--- src/rtl/rotation_parser_pkg.sv ---
// Shared constants and state types for the rotation line parser and coprocessor sequencer.
package rotation_parser_pkg;

    localparam int CP_W = 128;

    localparam logic [7:0] CH_L  = 8'h4C;
    localparam logic [7:0] CH_R  = 8'h52;
    localparam logic [7:0] CH_LF = 8'h0A;
    localparam logic [7:0] CH_CR = 8'h0D;
    localparam logic [7:0] CH_0  = 8'h30;
    localparam logic [7:0] CH_9  = 8'h39;

    // P_IDLE: awaiting direction letter | P_DIGITS: accumulating | P_SKIP: discarding malformed line
    typedef enum logic [1:0] {P_IDLE, P_DIGITS, P_SKIP} parse_state_t;

    // S_READY: may pop | S_LOAD: cp_din settling | S_FIRE: strobe | S_HOLD: coprocessor loop time
    typedef enum logic [1:0] {S_READY, S_LOAD, S_FIRE, S_HOLD} seq_state_t;

    function automatic logic is_digit(input logic [7:0] b);
        return (b >= CH_0) && (b <= CH_9);
    endfunction

endpackage

--- src/rtl/rotation_parser_if.sv ---
// UART byte input and coprocessor/status output bundle of the rotation parser.
interface rotation_parser_if;
    import rotation_parser_pkg::*;

    logic [7:0]      rx_data;
    logic            rx_valid;
    logic [CP_W-1:0] cp_din;
    logic            cp_din_valid;
    logic [15:0]     line_count;
    logic [15:0]     err_count;
    logic            overflow;

    modport master (
        output rx_data, rx_valid,
        input  cp_din, cp_din_valid, line_count, err_count, overflow
    );

    modport slave (
        input  rx_data, rx_valid,
        output cp_din, cp_din_valid, line_count, err_count, overflow
    );

endinterface

--- src/rtl/rotation_fifo.sv ---
// Small synchronous FIFO; a push is accepted when full if a pop happens in the same cycle.
module rotation_fifo #(
    parameter int DEPTH = 4,
    parameter int W     = 32
) (
    input  logic         clk,
    input  logic         rst,
    input  logic         push,
    input  logic [W-1:0] push_data,
    input  logic         pop,
    output logic [W-1:0] pop_data,
    output logic         push_ok,
    output logic         full,
    output logic         empty
);
    localparam int AW = $clog2(DEPTH);

    logic [W-1:0]  mem [DEPTH];
    logic [AW-1:0] wr_ptr;
    logic [AW-1:0] rd_ptr;
    logic [AW:0]   count;
    logic          pop_ok;

    assign full     = (count == (AW+1)'(DEPTH));
    assign empty    = (count == '0);
    assign pop_ok   = pop && !empty;
    assign push_ok  = push && (!full || pop_ok);
    assign pop_data = mem[rd_ptr];

    always_ff @(posedge clk) begin
        if (push_ok) begin
            mem[wr_ptr] <= push_data;
        end
    end

    always_ff @(posedge clk or posedge rst) begin
        if (rst) begin
            wr_ptr <= '0;
            rd_ptr <= '0;
            count  <= '0;
        end else begin
            if (push_ok) begin
                wr_ptr <= wr_ptr + AW'(1);
            end
            if (pop_ok) begin
                rd_ptr <= rd_ptr + AW'(1);
            end
            case ({push_ok, pop_ok})
                2'b10:   count <= count + (AW+1)'(1);
                2'b01:   count <= count - (AW+1)'(1);
                default: count <= count;
            endcase
        end
    end

endmodule

--- src/rtl/rotation_parser.sv ---
// Parses L<n>/R<n> rotation lines (LF-terminated) into signed deltas and feeds them to the
// coprocessor one at a time, leaving GAP idle cycles after each strobe.
module rotation_parser
   import rotation_parser_pkg::*;
#(
   parameter int MAX_DIGITS = 9,
   parameter int GAP        = 16,
   parameter int FIFO_DEPTH = 4
) (
   input  logic              clk,
   input  logic              rst,
   rotation_parser_if.slave  bus
);
   localparam int NW = $clog2(MAX_DIGITS + 1);
   localparam int GW = (GAP > 0) ? $clog2(GAP + 1) : 1;

   parse_state_t  p_state, p_next;
   logic [31:0]   acc, acc_next;
   logic [NW-1:0] ndig, ndig_next;
   logic          neg, neg_next;
   logic          push, err_inc;
   logic [31:0]   push_val;

   seq_state_t    s_state, s_next;
   logic [GW-1:0] gap_cnt, gap_next;
   logic          pop;
   logic [31:0]   cp_val;

   logic [31:0]   head;
   logic          push_ok, fifo_full, fifo_empty;
   logic [15:0]   line_count, err_count;
   logic          overflow;

   assign push_val = neg ? (32'd0 - acc) : acc;

   rotation_fifo #(
      .DEPTH (FIFO_DEPTH),
      .W     (32)
   ) u_fifo (
      .clk       (clk),
      .rst       (rst),
      .push      (push),
      .push_data (push_val),
      .pop       (pop),
      .pop_data  (head),
      .push_ok   (push_ok),
      .full      (fifo_full),
      .empty     (fifo_empty)
   );

   always_comb begin
      p_next    = p_state;
      acc_next  = acc;
      ndig_next = ndig;
      neg_next  = neg;
      push      = 1'b0;
      err_inc   = 1'b0;
      if (bus.rx_valid && (bus.rx_data != CH_CR)) begin
         case (p_state)
            P_IDLE: begin
               if (bus.rx_data == CH_L || bus.rx_data == CH_R) begin
                  p_next    = P_DIGITS;
                  neg_next  = (bus.rx_data == CH_L);
                  acc_next  = '0;
                  ndig_next = '0;
               end else if (bus.rx_data != CH_LF) begin
                  p_next = P_SKIP;
               end
            end
            P_DIGITS: begin
               if (is_digit(bus.rx_data)) begin
                  if (ndig == NW'(MAX_DIGITS)) begin
                     p_next = P_SKIP;
                  end else begin
                     acc_next  = (acc << 3) + (acc << 1) + {28'd0, bus.rx_data[3:0]};
                     ndig_next = ndig + NW'(1);
                  end
               end else if (bus.rx_data == CH_LF) begin
                  p_next = P_IDLE;
                  if (ndig != '0) begin
                     push = 1'b1;
                  end else begin
                     err_inc = 1'b1;
                  end
               end else begin
                  p_next = P_SKIP;
               end
            end
            P_SKIP: begin
               if (bus.rx_data == CH_LF) begin
                  p_next  = P_IDLE;
                  err_inc = 1'b1;
               end
            end
            default: p_next = P_IDLE;
         endcase
      end
   end

   always_ff @(posedge clk or posedge rst) begin
      if (rst) begin
         p_state    <= P_IDLE;
         acc        <= '0;
         ndig       <= '0;
         neg        <= 1'b0;
         line_count <= '0;
         err_count  <= '0;
         overflow   <= 1'b0;
      end else begin
         p_state <= p_next;
         acc     <= acc_next;
         ndig    <= ndig_next;
         neg     <= neg_next;
         if (err_inc) begin
            err_count <= err_count + 16'd1;
         end
         if (push_ok) begin
            line_count <= line_count + 16'd1;
         end
         if (push && !push_ok) begin
            overflow <= 1'b1;
         end
      end
   end

   always_comb begin
      s_next   = s_state;
      gap_next = gap_cnt;
      pop      = 1'b0;
      case (s_state)
         S_READY: begin
            if (!fifo_empty && gap_cnt == '0) begin
               pop    = 1'b1;
               s_next = S_LOAD;
            end
         end
         S_LOAD: s_next = S_FIRE;
         S_FIRE: begin
            gap_next = GW'(GAP);
            s_next   = (GAP == 0) ? S_READY : S_HOLD;
         end
         S_HOLD: begin
            if (gap_cnt != '0) begin
               gap_next = gap_cnt - GW'(1);
            end
            if (gap_cnt <= GW'(1)) begin
               s_next = S_READY;
            end
         end
         default: s_next = S_READY;
      endcase
   end

   always_ff @(posedge clk or posedge rst) begin
      if (rst) begin
         s_state <= S_READY;
         gap_cnt <= '0;
         cp_val  <= '0;
      end else begin
         s_state <= s_next;
         gap_cnt <= gap_next;
         if (pop) begin
            cp_val <= head;
         end
      end
   end

   // Strobe decoded from state so an async reset in LOAD/FIRE kills it immediately.
   assign bus.cp_din       = {{(CP_W-32){1'b0}}, cp_val};
   assign bus.cp_din_valid = (s_state == S_FIRE);
   assign bus.line_count   = line_count;
   assign bus.err_count    = err_count;
   assign bus.overflow     = overflow;

endmodule

--- src/flat_wrapper.sv ---
// flat-port wrapper written by rule: the top's interface ports become plain ports
module rotation_parser_flat import rotation_parser_pkg::*;
#(
   parameter int MAX_DIGITS = 9,
   parameter int GAP        = 16,
   parameter int FIFO_DEPTH = 4
)
  (clk, rst, bus_rx_data, bus_rx_valid, bus_cp_din, bus_cp_din_valid, bus_line_count, bus_err_count, bus_overflow);
  rotation_parser_if bus_i ();
  input  logic clk;
  input  logic rst;
  input wire logic [$bits(bus_i.rx_data)-1:0] bus_rx_data;
  input wire logic [$bits(bus_i.rx_valid)-1:0] bus_rx_valid;
  output wire logic [$bits(bus_i.cp_din)-1:0] bus_cp_din;
  output wire logic [$bits(bus_i.cp_din_valid)-1:0] bus_cp_din_valid;
  output wire logic [$bits(bus_i.line_count)-1:0] bus_line_count;
  output wire logic [$bits(bus_i.err_count)-1:0] bus_err_count;
  output wire logic [$bits(bus_i.overflow)-1:0] bus_overflow;
  assign bus_i.rx_data = bus_rx_data;
  assign bus_i.rx_valid = bus_rx_valid;
  assign bus_cp_din = bus_i.cp_din;
  assign bus_cp_din_valid = bus_i.cp_din_valid;
  assign bus_line_count = bus_i.line_count;
  assign bus_err_count = bus_i.err_count;
  assign bus_overflow = bus_i.overflow;
  rotation_parser #(.MAX_DIGITS(MAX_DIGITS), .GAP(GAP), .FIFO_DEPTH(FIFO_DEPTH)) u_core (.clk(clk), .rst(rst), .bus(bus_i));
endmodule
--- config.mk ---
export PLATFORM = sky130hd
export DESIGN_NAME = rotation_parser_flat
export DESIGN_NICKNAME = d
export VERILOG_FILES = /design/src/rtl/rotation_parser_pkg.sv /design/src/rtl/rotation_parser_if.sv /design/src/rtl/rotation_fifo.sv /design/src/rtl/rotation_parser.sv /design/src/flat_wrapper.sv
export SDC_FILE = /design/constraint.sdc
export NUM_CORES = 1
export LEC_CHECK = 0
export ABC_AREA = 1
export CORE_MARGIN = 1.5
export CORE_UTILIZATION = 40
export CTS_CLUSTER_DIAMETER = 50
export DETAILED_ROUTE_END_ITERATION = 12
export GPL_ROUTABILITY_DRIVEN = 0
export PLACE_DENSITY = 0.66
export REMOVE_ABC_BUFFERS = 1
export SYNTH_ARGS = -nofsm -noshare
export SYNTH_HDL_FRONTEND = slang
export SYNTH_SLANG_ARGS = --single-unit
--- constraint.sdc ---
create_clock -name clk -period 4.3 [get_ports clk]
set_input_delay 0.86 -clock clk [delete_from_list [all_inputs] [get_ports clk]]
set_output_delay 0.86 -clock clk [all_outputs]
set_load 0.005 [all_outputs]
After elaboration in Yosys (flattened, before gate mapping):

Memories as Yosys holds them, arrays and structs flattened. A register that Yosys moved wholly into a read port is not among the register bits.
Index checks and enable logic that the tools add are counted.

* mux-type cells: 37
* eq/ne operators: 23
* reduce and logical (&&, ||, !) cells: 25
* $lt $le $gt $ge: 3
* add/sub/neg operators: 11

Operators with widths (number)
* 2-to-1 mux 32 bit: 4
* case mux 32 bit (2 select lines): 1
* adder 16 x 1 -> 16 bit, second input constant: 2
* adder 32 bit: 1
* adder 32 x 4 -> 32 bit: 1
* subtractor 1 x 32 -> 32 bit, first input constant: 1
* == test 8 x 7 -> 1 bit, second input constant: 2
* 2-to-1 mux 2 bit: 8
* != test 8 x 4 -> 1 bit, second input constant: 2
* 2-to-1 mux 1 bit: 14
* 2-to-1 mux 4 bit: 3
* != test 2 x 1 -> 1 bit, second input constant: 6
* case mux 5 bit (2 select lines): 1
* == test 2 bit, second input constant: 4
* == test 8 x 4 -> 1 bit, second input constant: 1
* greater-or-equal comparator 8 x 6 -> 1 bit, second input constant: 1
* less-or-equal comparator 8 x 6 -> 1 bit, second input constant: 1
* case mux 2 bit (4 select lines): 1
* case mux 4 bit (2 select lines): 1
* == test 2 x 1 -> 1 bit, second input constant: 3
* logical AND 1 bit: 6
* case mux 2 bit (3 select lines): 1
* case mux 3 bit (2 select lines): 1
* nonzero test 2 bit: 3
* other kinds (24): 30

* RAM bits: 128
* bits in registers: 86
* memories kept: 1
* word-level logic and storage cells: 112

Memory list
* u_core.u_fifo.mem: words 4, width 32, read ports 1, clocked after memory_dff 1, write ports 1, RTL line rotation_fifo.sv:18 `logic [W-1:0] mem [DEPTH];`

Depth between registers and ports, before layout:

Gate-level depths: netlist of the first run.

* word-level depth: 10
* depth in mapped cells: 16
* mapped depth without buffers: 16

Modules after synthesis:

From an unflattened synthesis of the first run, not the netlist that was laid out.

* cells, all modules: 1772
* area, all modules: 14716.6 um^2

By module, submodules not included
* rotation_parser: seq. area each 2777.7 um^2, cells an instance 1365, times used 1, area each 9344.0 um^2
* rotation_fifo: seq. area each 4018.9 um^2, cells an instance 407, times used 1, area each 5372.7 um^2

Worst setup path before layout of the first run:

OpenSTA, ideal clock, no wires.

* kind: in2reg
* from: in bus_rx_data[4]
* to: mem u_core.u_fifo.mem[0][0], enable pin
* library setup time: 0.421 ns
* data arrival time: 2.960 ns
* data required time: 3.879 ns
* path slack: 0.919 ns
* path buffers: 1
* cell stages on the path: 8
* cells stage by stage: inv_1 nand2_1 nor2_1 nand2_2 nor2_4 nand2_4 buf_6 nor2_1

* cells in the longest elaborated chain, start to end: 8
* elaborated cells on any way between the ends: 13
* classes of those cells: 2 x order compare; 2 x eq/ne; 6 x mux; 3 x reduce/logical

Ends and longest elaborated chain
* from (decl): RTL line flat_wrapper.sv:12 `input wire logic [$bits(bus_i.rx_data)-1:0] bus_rx_data;`
* greater-or-equal comparator 8 x 6 -> 1 bit, or another cell as far along: RTL line rotation_parser_pkg.sv:20 `return (b >= CH_0) && (b <= CH_9);`
* logical AND 1 bit / 2-to-1 mux 1 bit (equally long branches): RTL line rotation_parser_pkg.sv:20, rotation_parser.sv:78
* 2-to-1 mux 1 bit: RTL line rotation_parser.sv:71 `if (is_digit(bus.rx_data)) begin`
* 2-to-1 mux 1 bit: RTL line rotation_parser.sv:59 `case (p_state)`
* 2-to-1 mux 1 bit *: RTL line rotation_parser.sv:58 `if (bus.rx_valid && (bus.rx_data != CH_CR)) begin`
* logical AND 1 bit *: RTL line rotation_fifo.sv:27 `assign push_ok = push && (!full || pop_ok);`
* 2-to-1 mux 1 bit *: RTL line rotation_fifo.sv:31 `if (push_ok) begin`
* 2-to-1 mux 1 bit (implied by the code) *: RTL line rotation_fifo.sv:32 `mem[wr_ptr] <= push_data;`
* to (decl): RTL line rotation_fifo.sv:18

Mark *: on every way between the ends. The rest lies on a longest branch, timed or not.

Worst setup path after layout of the first run:

* from: in bus_rx_data[3]
* to: reg u_core.acc[22]

* cells in the longest elaborated chain, start to end: 4
* elaborated cells on any way between the ends: 15
* classes of those cells: 1 x add/sub; 2 x order compare; 5 x eq/ne; 3 x mux; 4 x reduce/logical

Ends and longest elaborated chain
* adder 32 x 4 -> 32 bit, or another cell as far along: RTL line rotation_parser.sv:75 `acc_next = (acc << 3) + (acc << 1) + {28'd0, bus.rx_data[3:0]};`
* 2-to-1 mux 32 bit, or another cell as far along: RTL line rotation_parser.sv:72 `if (ndig == NW'(MAX_DIGITS)) begin`
* 2-to-1 mux 32 bit / != test 2 x 1 -> 1 bit (equally long branches)
* case mux 32 bit (2 select lines) / AND reduction 5 bit (equally long branches)
* to (signal assigned): RTL line rotation_parser.sv:111 `acc <= acc_next;`
* to (decl): RTL line rotation_parser.sv:18 `logic [31:0] acc, acc_next;`

Parallel ways exist; a longest one is shown, timed or not. The select of a mux whose other input is x is not followed.
A chain may end at the register's enable or synchronous reset.

==> flow_metrics.env, run 1 <==
export IMPL_final_nets=1873
export IMPL_synth_top_area_cell="edfxtp_1"
export IMPL_core_sq_um=35600
export IMPL_drt_wirelength_per_cell_microns=14.1
export IMPL_combPwrFrac_pct=18.8
export IMPL_grt_overflow=0
export IMPL_grt_max_degree=68
export IMPL_max_cap_viol_count=0
export IMPL_relSlewSlack_pct=32.3
export IMPL_dieArea_sq_um=37200
export IMPL_ir_drop_uv=368
export IMPL_pwr_share_seq_pct=43.6
export IMPL_synth_most_common_cell="nand2_1"
export IMPL_holdCritStartpoint="u_core.cp_val[21]"
export IMPL_synth_top_area_share_pct=26.6
export IMPL_cts_buffers=29
export IMPL_rows=69
export IMPL_cpMaxStageDelayCell="clkdlybuf4s50_1"
export IMPL_power_density_nw_per_um2=398
export IMPL_muxShareOfSynthArea_pct=0
export IMPL_async_reset_ff_share_pct=48.0
export IMPL_finalSetupViolCount=0
export IMPL_filler_cell_count=3421
export IMPL_synthTopCellsByCount="nand2_1, inv_1, nor2_1"
export IMPL_drtIter0Drc=672
export IMPL_vias_per_cell=4.83
export IMPL_initial_utilization_pct=40.6
export IMPL_ys_types=48
export IMPL_hold_violations=0
export IMPL_whs_path_depth=2
export IMPL_syn_instance_count=1703
export IMPL_critPathCaptureType="flop"
export IMPL_placed_cell_area_sq_um=15300
export IMPL_num_vias=11000
export IMPL_synthXorXnorAreaFrac_pct=4.42
export IMPL_crit_buf_inv=3
export IMPL_synth_adder_area_share_pct=7.09
export IMPL_grt_pass1_wl_microns=51200
export IMPL_p_switching_uw=1780
export IMPL_cts_root_buf="clkbuf_16"
export IMPL_drtAntennaViolNets=0
export IMPL_synth_top_family_by_area="simple AND/OR/NAND/NOR gates"
export IMPL_cp_arrival_ns=3.58
export IMPL_htree_levels=1
export IMPL_r2r_end="u_core.acc[22]"
export IMPL_fin_tns_setup_ns=0
export IMPL_ioPinCount=173
export IMPL_post_cts_resized=0
export IMPL_grt_total_usage_pct=17.0
export IMPL_ys_flop_type="edfxtp_1"
export IMPL_insertion_delay_ns=0.53
export IMPL_crit_path_cell_trace="clkdlybuf4s50_1, inv_1, fa_1, inv_1, fa_1, nand3_1, nand3_1, nand3_1, nand3b_1, nand2_1, nand3b_1, nand3_1, nand2_1"
export IMPL_clockBufferDepth=3
export IMPL_cp_start_kind="input port"
export IMPL_fin_area_sq_um=16300
export IMPL_yosys_warnings=0
export IMPL_drc=0
export IMPL_hold_buffers=0
export IMPL_fin_crit_sh_pct=73.3
export IMPL_synth_edff_count=128
export IMPL_p_clk_share_pct=37.7
export IMPL_holdPathEnd="u_core.cp_val[21]"
export IMPL_synthToLayoutAreaGrowth_pct=12.9
export IMPL_critPathMaxStageDelay_ns=0.55
export IMPL_status="finished clean"
export IMPL_synth_compound_area_share_pct=7.16
export IMPL_yosys_top_cells_area="edfxtp_1, dfrtp_1, nand2_1, ha_1, buf_4"
export IMPL_grt_pass1_vias=10200
export IMPL_p_int_uw=4710
export IMPL_fin_skew_ns=0.0134
export IMPL_syn_area_per_cell_sq_um=8.48
export IMPL_whs_ns=0.474
export IMPL_drv_slew=0
export IMPL_timing_rr_start="u_core.acc[0]"
export IMPL_critPathMaxFanout=5
export IMPL_r2r_cells=12
export IMPL_yosys_area_share_simple_pct=22.8
export IMPL_synth_seq_cells=246
export IMPL_fp_dieW_microns=193
export IMPL_clk_pin_slew_ns=0.06
export IMPL_p_leak_uw=0.00801
export IMPL_grt_antenna_before_repair=0
export IMPL_worstHoldPathType="flop to flop"
export IMPL_dr_pass1_iters=7
export IMPL_wirelength_microns=31900
export IMPL_yosysSeqAreaShare_pct=47.1
export IMPL_dpl_hpwl_microns=22600
export IMPL_numPortBuffers=76
export IMPL_antennaDiodeCount=0
export IMPL_worstMarginPinSlew_ns=1.01
export IMPL_cts_sinks=246
export IMPL_rrSetupSlack_ns=1.39
export IMPL_rsz0062_at_grt="no"
export IMPL_cp_common_cell="nand3_1"
export IMPL_syn_area_sq_um=14400
export IMPL_ff_latch_area_sq_um=6800
export IMPL_multi_input_area_sq_um=6360
export IMPL_crit_family="adder cells"
export IMPL_cp_data_required_time_ns=4.73
export IMPL_drive_gt1_share_pct=5.60
export IMPL_cts_tree="built"
export IMPL_min_period_ns=3.15
export IMPL_fmax_ghz=0.317
export IMPL_dieHeight_microns=193
export IMPL_critical_path_class="input port to flop"
export IMPL_p_sw_share_pct=27.4
export IMPL_post_cts_buffers=0
## worst max-delay path by stage
stage | from | endpoint | slack, ns | depth (start not counted)
detailed placement | bus_rx_data[3] | u_core.acc[22] | 0.64 | 13
global route | bus_rx_data[3] | u_core.acc[26] | 0.99 | 16
finish | bus_rx_data[3] | u_core.acc[22] | 1.15 | 13
floorplan | rst | u_core.acc[0] | 0.31 | 1
global placement | bus_rx_data[3] | u_core.acc[30] | 0.72 | 13
CTS | bus_rx_data[3] | u_core.acc[30] | 1.20 | 14
## logic make-up after synthesis
logic type,after synthesis
other,1
AO/OA/AOI/OAI,187
buffers and inverters,327
flip-flops,246
XOR/XNOR,72
adder cells (fa/ha/maj),80
AND/OR/NAND/NOR,790
## registers in the layout (all words and copies together) (netlist names)
name and count:
u_core.ndig 4, u_core.u_fifo.count 3, u_core.p_state 2, u_core.acc 32
u_core.cp_val 32, u_core.bus.overflow 1, u_core.bus.line_count 16, u_core.u_fifo.rd_ptr 2
u_core.bus.err_count 16, u_core.neg 1, u_core.u_fifo.wr_ptr 2, u_core.gap_cnt 5
u_core.s_state 2, u_core.u_fifo.mem 128
## worst min-delay path: stages, from the launching register on
cell	delay (ns)
dfrtp_1	0.34
nand2_1	0.05
nand2_1	0.05
## power groups by stage
stage	combinational, uW	sequential (uW)	clock (uW)
finish	1220	2830	2440
global placement	1200	2870	0
floorplan	678	2870	0
CTS	1230	2830	2510
detailed placement	1230	2880	0
global route	1390	2860	2600
## area by class of cell
type	count	share of cell area, %
sequential	246	41.7
multi-input combinational	1225	39.0
timing repair buffer	87	5.25
clock buffer	31	4.56
inverter	193	4.48
tap	461	3.54
clock inverter	22	1.44
## placed cells by master (no fill, tap or decap), types with 3 or more instances in the layout
cell type	Yosys	layout
nand4_1	11	11
edfxtp_1	128	128
nand2_2	4	4
o21ai_0	108	108
nor2_4	3	3
clkdlybuf4s50_1	0	76
bufinv_16	0	3
dfrtp_1	118	118
nand3b_1	6	6
clkbuf_16	0	29
o21ai_2	3	3
buf_4	96	10
o22ai_1	34	34
nand3_2	3	3
inv_2	5	5
nor4_1	3	3
clkinv_2	0	4
a21oi_1	26	26
o31ai_1	3	3
xor2_1	57	57
nor2_2	5	9
conb_1	1	96
nand2_1	475	475
inv_8	0	3
xnor2_1	14	14
nor3_1	20	20
ha_1	77	77
clkinv_4	0	3
inv_1	185	184
o21bai_1	3	3
fa_1	3	3
nor2_1	171	167
nand3_1	77	77
clkinv_1	2	6
## metal layers
metal / part of all wire [%] / GRT usage [%] / up-vias
met5: 0 / 0 / -
met4: 1.8 / 3.96 / 0
met3: 4.9 / 1.97 / 37
met2: 47 / 29.2 / 264
met1: 46 / 23.0 / 5164
li1: - / - / 5486
## through the flow
| stage | worst slack [ns] | utilization [%] | power (uW) | cells |
|---|---|---|---|---|
| 2_1_floorplan | 0.311 | - | 3550 | 1664 |
| 3_3_place_gp | 0.721 | 43.1 | 4070 | 2212 |
| 3_5_place_dp | 0.639 | 43.1 | 4100 | 2212 |
| 4_1_cts | 1.20 | 45.8 | 6570 | 2265 |
| 5_1_grt | 0.995 | 45.8 | 6850 | 2265 |
| 6_report | 1.15 | 45.8 | 6490 | 2265 |
(Power assumes the default switching activity.)
==> inputs of run 2 (changes only) <==
==> constraint.sdc (replaced) <==
create_clock -name clk -period 3 [get_ports clk]
set_input_delay 0.6 -clock clk [delete_from_list [all_inputs] [get_ports clk]]
set_output_delay 0.6 -clock clk [all_outputs]
set_load 0.005 [all_outputs]
==> run 2 against run 1 <==
  * Clock power grew 49%
  * Worst hold slack gained 0.0014 ns
  * Critical path depth is the same
  * Utilization grew 0.77 points
  * Sequential share of layout area shrank 0.69 points
  * Global-route usage grew 0.32 points
  * Design area grew 1.7%
  * Register-to-register slack lost 0.96 ns
  * Largest power group unchanged
==> flow_metrics.env, run 2 (synthesis results as in run 1) <==
export IMPL_crit_path_cell_trace="clkdlybuf4s50_1, inv_1, fa_1, inv_1, fa_1, buf_4, nand3_1, nand3_1, nand2_1, nand2_1, nand2_1, nand2_1, o21ai_0"
export IMPL_insertion_delay_ns=0.54
export IMPL_final_cell_mix="nand2_1, inv_1, nor2_1, edfxtp_1, dfrtp_1"
export IMPL_ir_drop_uv=497
export IMPL_critPathMaxStageDelay_ns=0.53
export IMPL_dieHeight_microns=193
export IMPL_largest_register="u_core.u_fifo.mem"
export IMPL_grt_pass1_wl_microns=52400
export IMPL_power_density_nw_per_um2=571
export IMPL_p_leak_uw=0.00815
export IMPL_clockBufferDepth=3
export IMPL_crit_buf_inv=4
export IMPL_synthToLayoutAreaGrowth_pct=14.8
export IMPL_worstMarginPinSlew_ns=0.745
export IMPL_numPortBuffers=76
export IMPL_drtIter0Drc=570
export IMPL_cts_sinks=246
export IMPL_grt_max_degree=67
export IMPL_power_uw=9470
export IMPL_fin_area_sq_um=16600
export IMPL_grt_total_usage_pct=17.3
export IMPL_cts_root_buf="clkbuf_16"
export IMPL_drtAntennaViolNets=0
export IMPL_cp_start_kind="input port"
export IMPL_dr_pass1_iters=5
export IMPL_final_util_pct=46.6
export IMPL_initial_utilization_pct=40.6
export IMPL_fin_skew_ns=0.0185
export IMPL_fin_crit_sh_pct=90.3
export IMPL_final_nets=1896
export IMPL_wirelength_microns=32300
export IMPL_hold_buffers=0
export IMPL_rsz0062_at_grt="no"
export IMPL_min_period_ns=2.71
export IMPL_vias_per_cell=4.80
export IMPL_fp_dieW_microns=193
export IMPL_cpMaxStageDelayCell="fa_1"
export IMPL_max_cap_viol_count=0
export IMPL_status="finished clean"
export IMPL_critical_path_class="input port to flop"
export IMPL_critPathCaptureType="flop"
export IMPL_dpl_hpwl_microns=23000
export IMPL_drv_slew=0
export IMPL_drive_gt1_share_pct=6.79
export IMPL_htree_levels=1
export IMPL_cp_common_cell="nand2_1"
export IMPL_finalSetupViolCount=0
export IMPL_hold_violations=0
export IMPL_relSlewSlack_pct=50.3
export IMPL_cp_arrival_ns=3.16
export IMPL_antennaDiodeCount=0
export IMPL_clk_pin_slew_ns=0.06
export IMPL_largest_register_ffs=128
export IMPL_ioPinCount=173
export IMPL_grt_pass1_vias=10400
export IMPL_cts_tree="built"
export IMPL_rows=69
export IMPL_reg_top3="u_core.u_fifo.mem (128), u_core.acc (32), u_core.cp_val (32)"
export IMPL_grt_overflow=0
export IMPL_grt_antenna_before_repair=0
export IMPL_crit_family="adder cells"
export IMPL_mostFrequentLayoutCell="nand2_1"
export IMPL_post_cts_resized=0
export IMPL_cts_buffers=29
export IMPL_cp_data_required_time_ns=3.45
export IMPL_post_cts_buffers=0
export IMPL_num_vias=11000
export IMPL_dieArea_sq_um=37200
export IMPL_drt_wirelength_per_cell_microns=14.1
export IMPL_fmax_ghz=0.369
export IMPL_worstHoldPathType="flop to flop"
export IMPL_drc=0
export IMPL_core_sq_um=35600
export IMPL_critPathMaxFanout=4
export IMPL_placed_cell_area_sq_um=15600
==> run 2: worst paths after layout <==
| kind | start | end | slack, ns | cells past startpoint |
|---|---|---|---|---|
| worst max register to register | u_core.acc[8] | u_core.acc[29] | 0.43 | 10 |
| worst min register to register | u_core.cp_val[21] | u_core.cp_val[21] | 0.48 | 2 |
| worst min-delay path | u_core.cp_val[21] | u_core.cp_val[21] | 0.48 | 2 |
| min in group asynchronous | rst | u_core.bus.line_count[9] | 0.55 | 2 |
| max in group asynchronous | rst | u_core.acc[21] | 1.78 | 3 |
| worst max-delay path | bus_rx_data[3] | u_core.acc[20] | 0.29 | 13 |
==> run 2: cell type report <==
class | instances | area [sq um]
Clock inverter | 20 | 254
Sequential cell | 246 | 6800
Fill cell | 3379 | 19000
Timing Repair Buffer | 110 | 1100
Inverter | 193 | 729
Clock buffer | 33 | 751
Multi-Input combinational cell | 1225 | 6360
Tap cell | 461 | 577
==> run 2: worst register-to-register path, stage by stage (launching register included) <==
cell     delay, ns
dfrtp_1       0.48
ha_1          0.34
ha_1          0.36
nand2_1       0.16
inv_1         0.07
a21oi_1       0.29
nand3_1       0.32
nand2_1       0.20
nand3_1       0.09
nand3_1       0.10
nand2_1       0.05
==> run 2: layer usage <==
metal | track usage (%) | vias up | part of all wire [%]
li1 | - | 5521 | -
met4 | 6.18 | 0 | 3.0
met3 | 1.72 | 66 | 4.5
met5 | 0 | - | 0
met2 | 28.7 | 251 | 47
met1 | 23.7 | 5133 | 46
==> run 2: metrics by stage <==
stage	setup slack, ns	TNS, ns	instances	hold WS [ns]
after global routing	0.0922	0	2288	0.498
after floorplan	-0.729	-178.88	1664	0.468
after CTS	0.326	0	2288	0.482
after global placement	-0.181	-1.66	2235	0.461
after detailed placement	-0.232	-3.21	2235	0.465
final	0.290	0	2288	0.476
==> run 2: power by group <==
group	switching [uW]	internal, uW
clock network	1460	2180
registers	196	3860
logic	943	826
==> inputs of run 3 (changes only) <==
--- a/config.mk
+++ b/config.mk
@@ -7,11 +7,11 @@
 export LEC_CHECK = 0
 export ABC_AREA = 1
 export CORE_MARGIN = 1.5
-export CORE_UTILIZATION = 40
+export CORE_UTILIZATION = 57
 export CTS_CLUSTER_DIAMETER = 50
 export DETAILED_ROUTE_END_ITERATION = 12
 export GPL_ROUTABILITY_DRIVEN = 0
-export PLACE_DENSITY = 0.66
+export PLACE_DENSITY = 0.87
 export REMOVE_ABC_BUFFERS = 1
 export SYNTH_ARGS = -nofsm -noshare
 export SYNTH_HDL_FRONTEND = slang
==> run 3 against run 2 <==
  * Die area shrank 29%
  * Total power down 3.5%
  * Register-to-register slack worse by 0.02 ns
  * Sequential share of layout area is 0.77 points higher
  * First-iteration DRC count is 98% higher
  * Non-clock buffer count fell by 4
  * Flip-flop and latch count unchanged
  * Via count grew 5.6%
  * Clock skew grew 0.00070 ns
  * Critical endpoint is now u_core.acc[30]
  * Largest power group unchanged
==> flow_metrics.env, run 3 (synthesis results as in run 1) <==
export IMPL_drtIter0Drc=1129
export IMPL_crit_family="adder cells"
export IMPL_fmax_ghz=0.361
export IMPL_hold_buffers=0
export IMPL_cp_start_kind="input port"
export IMPL_hold_violations=0
export IMPL_worstMarginPinSlew_ns=0.624
export IMPL_grt_total_usage_pct=25.1
export IMPL_grt_pass1_wl_microns=53700
export IMPL_grt_max_degree=67
export IMPL_worstHoldPathType="flop to flop"
export IMPL_core_sq_um=25000
export IMPL_synthToLayoutAreaGrowth_pct=12.6
export IMPL_rsz0062_at_grt="no"
export IMPL_p_leak_uw=0.00808
export IMPL_rows=58
export IMPL_power_density_nw_per_um2=561
export IMPL_num_vias=11600
export IMPL_cts_sinks=246
export IMPL_p_clk_share_pct=36.0
export IMPL_fin_skew_ns=0.0192
export IMPL_placed_cells=2100
export IMPL_status="finished clean"
export IMPL_htree_levels=1
export IMPL_drc=0
export IMPL_grt_antenna_before_repair=0
export IMPL_wirelength_microns=32600
export IMPL_cp_common_cell="nand3_1"
export IMPL_drv_slew=0
export IMPL_drtAntennaViolNets=0
export IMPL_dpl_hpwl_microns=22700
export IMPL_largest_register_ffs=128
export IMPL_post_cts_resized=0
export IMPL_fin_tns_setup_ns=0
export IMPL_cts_root_buf="clkbuf_16"
export IMPL_p_int_uw=6570
export IMPL_combPwrFrac_pct=19.4
export IMPL_cp_arrival_ns=3.18
export IMPL_initial_utilization_pct=57.7
export IMPL_power_uw=9130
export IMPL_fp_dieW_microns=162
export IMPL_pwr_share_seq_pct=44.6
export IMPL_fin_crit_sh_pct=92.4
export IMPL_antennaDiodeCount=0
export IMPL_grt_overflow=0
export IMPL_post_cts_buffers=0
export IMPL_dieArea_sq_um=26300
export IMPL_final_nets=1890
export IMPL_critPathMaxStageDelay_ns=0.54
export IMPL_min_period_ns=2.77
export IMPL_cts_buffers=27
export IMPL_cts_tree="built"
export IMPL_p_switching_uw=2560
export IMPL_drt_wirelength_per_cell_microns=15.2
export IMPL_critPathMaxFanout=5
export IMPL_crit_buf_inv=3
export IMPL_critical_path_class="input port to flop"
export IMPL_ioPinCount=173
export IMPL_clk_pin_slew_ns=0.06
export IMPL_finalSetupViolCount=0
export IMPL_cpMaxStageDelayCell="clkdlybuf4s50_1"
export IMPL_relSlewSlack_pct=58.4
export IMPL_vias_per_cell=5.39
export IMPL_numPortBuffers=76
export IMPL_max_cap_viol_count=0
export IMPL_insertion_delay_ns=0.54
export IMPL_clockBufferDepth=3
export IMPL_cp_data_required_time_ns=3.41
export IMPL_dieHeight_microns=162
export IMPL_drive_gt1_share_pct=6.54
export IMPL_mostFrequentLayoutCell="nand2_1"
export IMPL_ir_drop_uv=445
export IMPL_largest_register="u_core.u_fifo.mem"
export IMPL_reg_top3="u_core.u_fifo.mem (128), u_core.acc (32), u_core.cp_val (32)"
export IMPL_final_cell_mix="nand2_1, inv_1, nor2_1, edfxtp_1, dfrtp_1"
export IMPL_critPathCaptureType="flop"
export IMPL_dr_pass1_iters=7
export IMPL_crit_path_cell_trace="clkdlybuf4s50_1, inv_1, fa_1, inv_1, fa_1, nand3_1, nand3_1, nand3_1, nand3b_1, nand2_1, nand3_1, nand3_1, nand2_1"
export IMPL_fin_cells=2149
export IMPL_p_sw_share_pct=28.0
export IMPL_grt_pass1_vias=11300
[run 3: cell count changes in the layout (fill, tap and decap cells not counted), moves of 2 or more]
cell        before  now
buf_4           27   23
bufinv_16        4    1
clkbuf_8         1    3
clkinv_1         4    2
clkinv_8         2    0
clkinvlp_4       1    4
inv_6            3    5
[run 3: cell type report]
| class | count | area, sq um |
|---|---|---|
| sequential | 246 | 6800 |
| inverter | 193 | 729 |
| timing repair buffer | 106 | 1070 |
| clock inverter | 16 | 144 |
| clock buffer | 33 | 749 |
| fill | 1891 | 8770 |
| tap | 330 | 413 |
| multi-input combinational | 1225 | 6360 |
[run 3: power by group through the flow]
stage	Sequential (uW)	Clock, uW	Combinational, uW
finish	4070	3290	1770
global route	4100	3460	2000
CTS	4070	3320	1770
detailed placement	4130	0	1740
global placement	4110	0	1680
floorplan	4110	0	971
[run 3: metal layers]
layer / routed length (microns) / vias to the layer above / GRT usage, %
met1: 12900 / 5501 / 31.5
met2: 16100 / 482 / 43.2
met4: 1030 / 0 / 10.7
met3: 2550 / 93 / 3.83
li1: - / 5512 / -
met5: 0 / - / 0
[run 3: tightest hold or removal path, cell delays in order, from the launching register on]
cell and delay, ns:
dfrtp_1 0.34, nand2_1 0.05, nand2_1 0.05
[run 3: stage by stage]
step	setup WS, ns	utilization (%)	instance area, sq um	hold slack [ns]
CTS	0.264	65.0	16300	0.482
global placement	-0.215	61.4	15400	0.461
detailed placement	-0.267	61.4	15400	0.466
floorplan	-0.729	-	13900	0.468
global route	0.102	65.0	16300	0.505
finish	0.229	65.0	16300	0.477
[run 3: path summary, 6_finish.rpt]
| check | startpoint | end | slack, ns | depth (start not counted) |
|---|---|---|---|---|
| worst max-delay path | bus_rx_data[3] | u_core.acc[30] | 0.23 | 13 |
| worst min-delay path | u_core.cp_val[3] | u_core.cp_val[3] | 0.48 | 2 |
| worst max register to register | u_core.acc[0] | u_core.acc[30] | 0.41 | 12 |
| worst min register to register | u_core.cp_val[3] | u_core.cp_val[3] | 0.48 | 2 |
| max in group asynchronous | rst | u_core.cp_val[2] | 1.84 | 3 |
| min in group asynchronous | rst | u_core.bus.line_count[1] | 0.52 | 2 |
